**src/rtl/logic_accum_pkg.sv**
```systemverilog
// rtl/logic_accum_pkg.sv - op codes, FSM states and op-decoding helpers for logic_accum
package logic_accum_pkg;

  localparam logic [2:0] OP_AND  = 3'd0;
  localparam logic [2:0] OP_OR   = 3'd1;
  localparam logic [2:0] OP_XOR  = 3'd2;
  localparam logic [2:0] OP_NAND = 3'd3;
  localparam logic [2:0] OP_NOR  = 3'd4;
  localparam logic [2:0] OP_XNOR = 3'd5;

  typedef enum logic [1:0] {
    ST_IDLE  = 2'd0,
    ST_ACCUM = 2'd1,
    ST_HOLD  = 2'd2
  } state_e;

  typedef enum logic [1:0] {
    BASE_AND = 2'd0,
    BASE_OR  = 2'd1,
    BASE_XOR = 2'd2
  } base_op_e;

  function automatic logic is_inverted(input logic [2:0] op);
    return (op == OP_NAND) || (op == OP_NOR) || (op == OP_XNOR);
  endfunction

  // Reserved codes (6, 7) fall through to AND.
  function automatic base_op_e base_of(input logic [2:0] op);
    case (op)
      OP_OR,  OP_NOR:  return BASE_OR;
      OP_XOR, OP_XNOR: return BASE_XOR;
      default:         return BASE_AND;
    endcase
  endfunction

endpackage

```
**src/rtl/logic_op_unit.sv**
```systemverilog
// rtl/logic_op_unit.sv - combinational two-operand AND/OR/XOR word selector
module logic_op_unit
  import logic_accum_pkg::*;
#(
  parameter int WIDTH = 8
) (
  input  logic [WIDTH-1:0] a_i,
  input  logic [WIDTH-1:0] b_i,
  input  base_op_e         base_i,
  output logic [WIDTH-1:0] y_o
);

  always_comb begin
    y_o = a_i & b_i;
    case (base_i)
      BASE_OR:  y_o = a_i | b_i;
      BASE_XOR: y_o = a_i ^ b_i;
      default:  y_o = a_i & b_i;
    endcase
  end

endmodule

```
**src/rtl/logic_accum.sv**
```systemverilog
// rtl/logic_accum.sv - folds a stream frame through one bitwise operator into a word and a bit
module logic_accum
  import logic_accum_pkg::*;
#(
  parameter int WIDTH  = 8,
  parameter int MAXLEN = 16,
  parameter int CW     = $clog2(MAXLEN + 1)
) (
  input  logic             clk,
  input  logic             rst,
  input  logic             in_valid,
  output logic             in_ready,
  input  logic [WIDTH-1:0] in_data,
  input  logic             in_last,
  input  logic [2:0]       op,
  output logic             out_valid,
  input  logic             out_ready,
  output logic [WIDTH-1:0] out_data,
  output logic             out_bit,
  output logic [CW-1:0]    out_count,
  output logic             out_overflow
);

  state_e           state_q, state_d;
  logic [WIDTH-1:0] acc_q, acc_d;
  logic [CW-1:0]    cnt_q, cnt_d;
  logic [2:0]       op_q, op_d;
  logic             out_valid_q, out_valid_d;
  logic [WIDTH-1:0] out_data_q, out_data_d;
  logic             out_bit_q, out_bit_d;
  logic [CW-1:0]    out_count_q, out_count_d;
  logic             out_overflow_q, out_overflow_d;

  logic             accept;
  logic             first_beat;
  logic [2:0]       op_eff;
  logic [WIDTH-1:0] fold_word;
  logic [WIDTH-1:0] acc_next;
  logic [CW-1:0]    cnt_next;
  logic             frame_done;
  logic [WIDTH-1:0] result_word;
  logic             result_bit;

  assign in_ready   = (state_q != ST_HOLD);
  assign accept     = in_valid && in_ready;
  assign first_beat = (state_q == ST_IDLE);

  // The op is only sampled on the first beat; later beats use the latched copy.
  assign op_eff = first_beat ? op : op_q;

  logic_op_unit #(.WIDTH(WIDTH)) u_op_unit (
    .a_i    (acc_q),
    .b_i    (in_data),
    .base_i (base_of(op_q)),
    .y_o    (fold_word)
  );

  assign acc_next   = first_beat ? in_data : fold_word;
  assign cnt_next   = first_beat ? CW'(1) : cnt_q + CW'(1);
  assign frame_done = in_last || (cnt_next == CW'(MAXLEN));

  // Inverted ops fold with their base op and invert once at the end.
  assign result_word = is_inverted(op_eff) ? ~acc_next : acc_next;

  always_comb begin
    result_bit = &result_word;
    case (base_of(op_eff))
      BASE_OR:  result_bit = |result_word;
      BASE_XOR: result_bit = ^result_word;
      default:  result_bit = &result_word;
    endcase
  end

  always_comb begin
    state_d        = state_q;
    acc_d          = acc_q;
    cnt_d          = cnt_q;
    op_d           = op_q;
    out_valid_d    = out_valid_q;
    out_data_d     = out_data_q;
    out_bit_d      = out_bit_q;
    out_count_d    = out_count_q;
    out_overflow_d = out_overflow_q;

    case (state_q)
      ST_IDLE, ST_ACCUM: begin
        if (accept) begin
          if (first_beat) begin
            op_d = op;
          end
          acc_d = acc_next;
          cnt_d = cnt_next;
          if (frame_done) begin
            state_d        = ST_HOLD;
            out_valid_d    = 1'b1;
            out_data_d     = result_word;
            out_bit_d      = result_bit;
            out_count_d    = cnt_next;
            out_overflow_d = (cnt_next == CW'(MAXLEN)) && !in_last;
          end else begin
            state_d = ST_ACCUM;
          end
        end
      end
      ST_HOLD: begin
        if (out_ready) begin
          out_valid_d = 1'b0;
          state_d     = ST_IDLE;
        end
      end
      default: begin
        state_d = ST_IDLE;
      end
    endcase
  end

  always_ff @(posedge clk or posedge rst) begin
    if (rst) begin
      state_q        <= ST_IDLE;
      acc_q          <= '0;
      cnt_q          <= '0;
      op_q           <= OP_AND;
      out_valid_q    <= 1'b0;
      out_data_q     <= '0;
      out_bit_q      <= 1'b0;
      out_count_q    <= '0;
      out_overflow_q <= 1'b0;
    end else begin
      state_q        <= state_d;
      acc_q          <= acc_d;
      cnt_q          <= cnt_d;
      op_q           <= op_d;
      out_valid_q    <= out_valid_d;
      out_data_q     <= out_data_d;
      out_bit_q      <= out_bit_d;
      out_count_q    <= out_count_d;
      out_overflow_q <= out_overflow_d;
    end
  end

  assign out_valid    = out_valid_q;
  assign out_data     = out_data_q;
  assign out_bit      = out_bit_q;
  assign out_count    = out_count_q;
  assign out_overflow = out_overflow_q;

endmodule

```
**config.mk**
```make
export PLATFORM = sky130hd
export DESIGN_NAME = logic_accum
export DESIGN_NICKNAME = d
export VERILOG_FILES = /design/src/rtl/logic_accum_pkg.sv /design/src/rtl/logic_op_unit.sv /design/src/rtl/logic_accum.sv
export SDC_FILE = /design/constraint.sdc
export NUM_CORES = 1
export LEC_CHECK = 0
export BUFFER_PORTS_ARGS = -buffer_cell sky130_fd_sc_hd__buf_4
export CORE_MARGIN = 5
export CORE_UTILIZATION = 50
export CTS_BUF_LIST = sky130_fd_sc_hd__clkbuf_16
export CTS_CLUSTER_DIAMETER = 100
export DETAILED_ROUTE_END_ITERATION = 8
export PLACE_DENSITY_LB_ADDON = 0.08
export RECOVER_POWER = 25
export SLEW_MARGIN = 10
export SYNTH_ARGS = -nofsm -noshare
export SYNTH_HDL_FRONTEND = slang
export SYNTH_SLANG_ARGS = --single-unit
```
**constraint.sdc**
```tcl
create_clock -name clk -period 3.2 [get_ports clk]
set_input_delay 0.64 -clock clk [delete_from_list [all_inputs] [get_ports clk]]
set_output_delay 0.64 -clock clk [all_outputs]
set_load 0.02 [all_outputs]
```
==> results of run 1 <==
[layout by cell type (no fill, tap or decap), drive strengths merged, types with 10 or more instances in the layout]
cell / synthesis / routed
a21oi: 13 / 13
buf: 6 / 58
dfrtp: 34 / 34
ha: 28 / 28
inv: 40 / 40
mux2: 13 / 13
nand2: 17 / 17
nor2: 11 / 11
o21ai: 20 / 20
xor2: 10 / 10
[power by group]
| part | total [mW] | internal [mW] | switching, mW |
|---|---|---|---|
| Combinational | 2.42 | 1.21 | 1.20 |
| Clock | 0.541 | 0.364 | 0.177 |
| Sequential | 0.707 | 0.587 | 0.120 |
[worst paths after layout]
check / start / to / depth (start not counted)
setup / recovery: op_q[2]$_DFFE_PP0P_ / out_bit$_DFFE_PP0P_ / 17
min in group asynchronous: rst / out_valid$_DFFE_PP0P_ / 3
setup reg to reg: op_q[2]$_DFFE_PP0P_ / out_bit$_DFFE_PP0P_ / 17
max in group asynchronous: rst / op_q[1]$_DFFE_PP0P_ / 3
hold reg to reg: out_overflow$_DFFE_PP0P_ / out_overflow$_DFFE_PP0P_ / 1
hold / removal: out_overflow$_DFFE_PP0P_ / out_overflow$_DFFE_PP0P_ / 1
[cells by family (layout without fill, tap and decap cells)]
family,count (synthesis),count (layout),synth area share
AO/OA/AOI/OAI,53,53,0.141
XOR/XNOR,15,15,0.0545
adder cells (fa/ha/maj),28,28,0.145
buffers and inverters,52,108,0.0924
flip-flops,34,34,0.353
multiplexers,15,15,0.0846
AND/OR/NAND/NOR,62,62,0.130
[registers in the layout (all words and copies together), names as in the netlist]
signal and flops:
acc_q 8, out_count 5, out_bit 1, out_valid 1, out_data 8, state_q 2
out_overflow 1, op_q 3, cnt_q 5
[layout make-up]
type,count,area (um2),share of cell area
multi-input cells,173,1560,0.479
flip-flops and latches,34,853,0.263
repair buffers,60,458,0.141
inverters,40,150,0.0462
clock buffers,5,125,0.0385
well taps,54,67.6,0.0208
clock inverters,3,40.0,0.0123
[timing repair]
action,4_1_cts,5_1_grt
setup buffers,1,12
hold buffers,0,0
pin swaps,0,14
endpoints found under the setup margin,1,1
gates resized for setup,7,34
[through the flow]
| stage | area (um2) | total power [mW] | cells | hold WS (ns) | utilization |
|---|---|---|---|---|---|
| 5_1_grt | 3250 | 3.90 | 369 | 0.517 | 0.693 |
| 4_1_cts | 2960 | 2.97 | 357 | 0.477 | 0.630 |
| 6_report | 3250 | 3.66 | 369 | 0.490 | 0.693 |
| 2_1_floorplan | 2410 | 1.83 | 259 | 0.468 | - |
| 3_5_place_dp | 2760 | 2.35 | 348 | 0.482 | 0.588 |
| 3_3_place_gp | 2760 | 2.30 | 348 | 0.466 | 0.588 |
[worst reg2reg max path: stages, from the launching register on]
cell and delay (ns):
dfrtp_1 0.40, nor2b_4 0.18, nand2_1 0.11, o21ai_4 0.11, ha_4 0.25, buf_8 0.14, a221oi_2 0.21, nor3_1 0.07
a21oi_1 0.23, xor2_1 0.23, inv_1 0.10, ha_4 0.23, xnor2_2 0.14, xnor2_2 0.23, a21oi_1 0.10, nor2_1 0.10
nand2_1 0.06, o21ai_1 0.15
[routing by layer]
layer | routed length (um) | vias to the layer above | global-route usage
met5 | 0 | - | 0
met4 | 87 | 0 | 0.0670
met3 | 162 | 7 | 0.0474
met2 | 2890 | 24 | 0.308
met1 | 2490 | 943 | 0.209
li1 | - | 971 | -
==> run metrics, run 1 <==
status complete, but fails checks; failing checks capacitance limit, slew limit; gr usage total 0.178; area share of the largest cell type after synthesis 0.353; die footprint 6310 um2; Synth area leader dfrtp_1; Finish-stage setup viols 0; Fin. Hold Viols 0; HPWL after detailed placement 3740 um; worst slack, placed -0.173 ns; Inserted Diodes 0; final worst-path cycle share 0.976; reg-to-reg slack, setup 0.08 ns; Iter 0 DRT Violations 77; clk buf depth 2; first-pass GRT wire length 8680 um; CP Max Fanout 8; Top Family by Delay on Critical Path compound AO/OA/AOI/OAI gates; worst vdd ir 643 uV; Layout fillers 362; CTS clk-pin slew, worst paths 0.05 ns; Synth Register Bits 34; power per cell area 1130 nW/um2; H-tree depth 2; Setup crit end kind flop; row cnt 25; hold crit path type reg2reg; Nets 358; Post-Syn Nets 303; Core ar. 4690 um2; critical path's slowest cell dfrtp_1; leakage 1.57 nW; CP Cell Sequence nor2b_4, nand2_1, o21ai_4, ha_4, buf_8, a221oi_2, nor3_1, a21oi_1, xor2_1, inv_1, ha_4, xnor2_2, xnor2_2, a21oi_1, nor2_1, nand2_1, o21ai_1; cts bufs inserted 5; vias after detailed routing 1945; Gate Count Post-Synth 259; 1st-pass router iterations 4; detailed-route wire length per cell 15.2 um; maxcap violations 1; Die Width 79.4 um; EDFF count, synth 0; routability cong. 0.829; Root Driver clkbuf_16; Synth top cells by count 40 x inv_1, 34 x dfrtp_1, 28 x ha_1, 19 x o21ai_0, 17 x nand2_1; I/O pins 33; count leader, synth inv_1; Area Overhead vs Synth 34.8%; Startpoint Class flop; Worst Path Required 3.41 ns; Starting Density 0.514; share of layout cells above drive strength 1 0.362; synth top area cells dfrtp_1 35%, ha_1 15%, inv_1 6.2%; vias in the first global route 1934; Critical Path AT 3.33 ns; largest net degree at the start of global routing 35; final worst setup slack 0.0782 ns; CTS sink count 34; warnings from Yosys 0; Slew Viols, Final 35; routed wire length 5630 um; fmax 320 MHz; CP Buf/Inv Count 2; Worst-Skew Late Latency 0.28 ns; initial antenna violation count 0; Layout Skew 0.00589 ns; Post-DRT Antenna Nets 0; CTS tree done; number of port buffers 32; ys flop type dfrtp_1; Max-slew headroom -0.215; Die Ht 79.4 um; fin crit period 3.12 ns; Netlist cell types 39; crit-path max cell delay 0.40 ns; average size of a mapped cell 9.31 um2; ys async rst share 1.00; register area share after synthesis 0.353; GRT Residual Overflow 0; Slew @ Worst Pin 1.82 ns; TNS Setup 0 ns; worst setup path class reg2reg; Remaining DRCs 0; Via density 5.27; mapped cell area 2410 um2
(Power assumes the default switching activity.)
==> run 2, diff against run 1 <==
==> constraint.sdc (replaced) <==
create_clock -name clk -period 3.2 [get_ports clk]
set_input_delay 0.16 -clock clk [delete_from_list [all_inputs] [get_ports clk]]
set_output_delay 0.16 -clock clk [all_outputs]
set_load 0.02 [all_outputs]
==> run 2 against run 1 <==
- non-clock buffer count fell by 2
- global-route usage fell by 0.40 points
- cell count fell by 0.81%
- largest cell class unchanged
- maximum frequency fell by 2.6%
- wire length fell by 2.6%
- total power fell by 8.3%
- utilization fell by 2.0 points
- combinational power fell by 9.1%
- design area fell by 2.9%
- the run ends with setup timing left
- sequential cell count did not move
- die area did not move
- critical path type unchanged
- worst hold slack got worse by 0.42 ns
- largest power group unchanged
==> run metrics, run 2 (same netlist as run 1, synthesis figures left out) <==
status complete, but fails checks; failing checks setup timing; Starting Density 0.514; Max-slew headroom 0.301; footprint of the multi-input gates 1510 um2; GRT Residual Overflow 0; Die Width 79.4 um; fmax 312 MHz; register area 851 um2; row cnt 25; CTS clk-pin slew, worst paths 0.05 ns; Total Power 3.36 mW; Worst Path Required 3.41 ns; Slew @ Worst Pin 1.05 ns; number of port buffers 32; most common cell after layout, fill and taps aside buf_4; die footprint 6310 um2; initial antenna violation count 0; Remaining DRCs 0; Via density 5.15; Startpoint Class flop; Layout Skew 0.00559 ns; Slew Viols, Final 0; vias after detailed routing 1885; fin crit period 3.20 ns; CTS tree done; routability cong. 0.828; H-tree depth 2; gr usage total 0.174; clk buf depth 2; first-pass GRT wire length 8500 um; Worst-Skew Late Latency 0.28 ns; worst slack, placed -0.0723 ns; share of layout cells above drive strength 1 0.343; Setup crit end kind flop; TNS Setup -0.00362 ns; final worst setup slack -0.00362 ns; routed wire length 5480 um; cts bufs inserted 5; detailed-route wire length per cell 15.0 um; HPWL after detailed placement 3650 um; Finish-stage setup viols 1; Nets 356; Hold WS 0.0738 ns; maxcap violations 0; Critical Path AT 3.41 ns; hold crit path type in2reg; Root Driver clkbuf_16; CTS Hold Bufs 0; power per cell area 1060 nW/um2; largest net degree at the start of global routing 29; Inserted Diodes 0; leakage 1.54 nW; worst setup path class reg2reg; Core ar. 4690 um2; CTS sink count 34; worst vdd ir 568 uV; Area Overhead vs Synth 30.9%; RSZ-0062 raised after global routing true; CP Max Fanout 6; Fin. Hold Viols 0; reg-to-reg slack, setup -0.004 ns; Layout fillers 380; 1st-pass router iterations 4; I/O pins 33; Die Ht 79.4 um; hold depth 2; vias in the first global route 1852; final worst-path cycle share 1.00; Post-DRT Antenna Nets 0; Iter 0 DRT Violations 123; R2R depth 18; most frequent cells in the layout 55 x buf_4, 40 x inv_1, 34 x dfrtp_1, 23 x ha_1, 18 x o21ai_0
run 2: changes by cell type in the layout (fill, tap and decap cells not counted), sizes merged:
cell    before  now
buf         58   57
bufinv       1    0
clkbuf       7    6
run 2: layer usage:
metal	GRT usage	share of wire
met1	0.216	0.46
met2	0.293	0.50
met3	0.0406	0.024
met4	0.0619	0.017
met5	0	0
run 2: final timing paths:
path	start	end
worst max-delay path	op_q[1]$_DFFE_PP0P_	out_bit$_DFFE_PP0P_
worst min-delay path	out_ready	state_q[1]$_DFFE_PP0P_
worst min register to register	out_valid$_DFFE_PP0P_	out_valid$_DFFE_PP0P_
min in group asynchronous	rst	out_data[2]$_DFFE_PP0P_
worst max register to register	op_q[1]$_DFFE_PP0P_	out_bit$_DFFE_PP0P_
max in group asynchronous	rst	cnt_q[2]$_DFFE_PP0P_
run 2: where the power goes:
part | leakage (nW) | switching (mW) | internal, mW
sequential | 0.424 | 0.127 | 0.586
combinational | 1.05 | 1.07 | 1.12
clock | 0.0694 | 0.169 | 0.280
total | 1.54 | 1.37 | 1.99
run 2: what timing repair did:
action,in CTS,in global routing
buffers inserted,1,12
pin swaps,1,14
setup endpoints to repair,1,1
gates resized for setup,6,29
run 2: critical path, cell delays in order (launching register included):
cell and delay, ns:
dfrtp_1 0.45, nor2b_4 0.15, nand2_2 0.07, o21ai_2 0.07, buf_4 0.14, ha_4 0.22, buf_6 0.13, a221oi_2 0.17
nor3_1 0.07, a21oi_1 0.22, xor2_1 0.30, inv_1 0.13, ha_4 0.24, xnor2_2 0.13, xnor2_1 0.24, a21oi_1 0.10
nor2_1 0.11, nand2_1 0.06, o21ai_1 0.15
run 2: final cells by class:
| class | count | share of cell area |
|---|---|---|
| Clock inverter | 2 | 0.00317 |
| Timing Repair Buffer | 58 | 0.140 |
| Multi-Input combinational cell | 173 | 0.478 |
| Clock buffer | 5 | 0.0396 |
| Sequential cell | 34 | 0.270 |
| Inverter | 40 | 0.0476 |
| Tap cell | 54 | 0.0214 |
run 2: through the flow:
| step | std cells | instance area [um2] | utilization |
|---|---|---|---|
| 2_1_floorplan | 259 | 2410 | - |
| 3_3_place_gp | 346 | 2740 | 0.585 |
| 3_5_place_dp | 346 | 2740 | 0.585 |
| 4_1_cts | 354 | 2910 | 0.619 |
| 5_1_grt | 366 | 3160 | 0.673 |
| 6_report | 366 | 3160 | 0.673 |
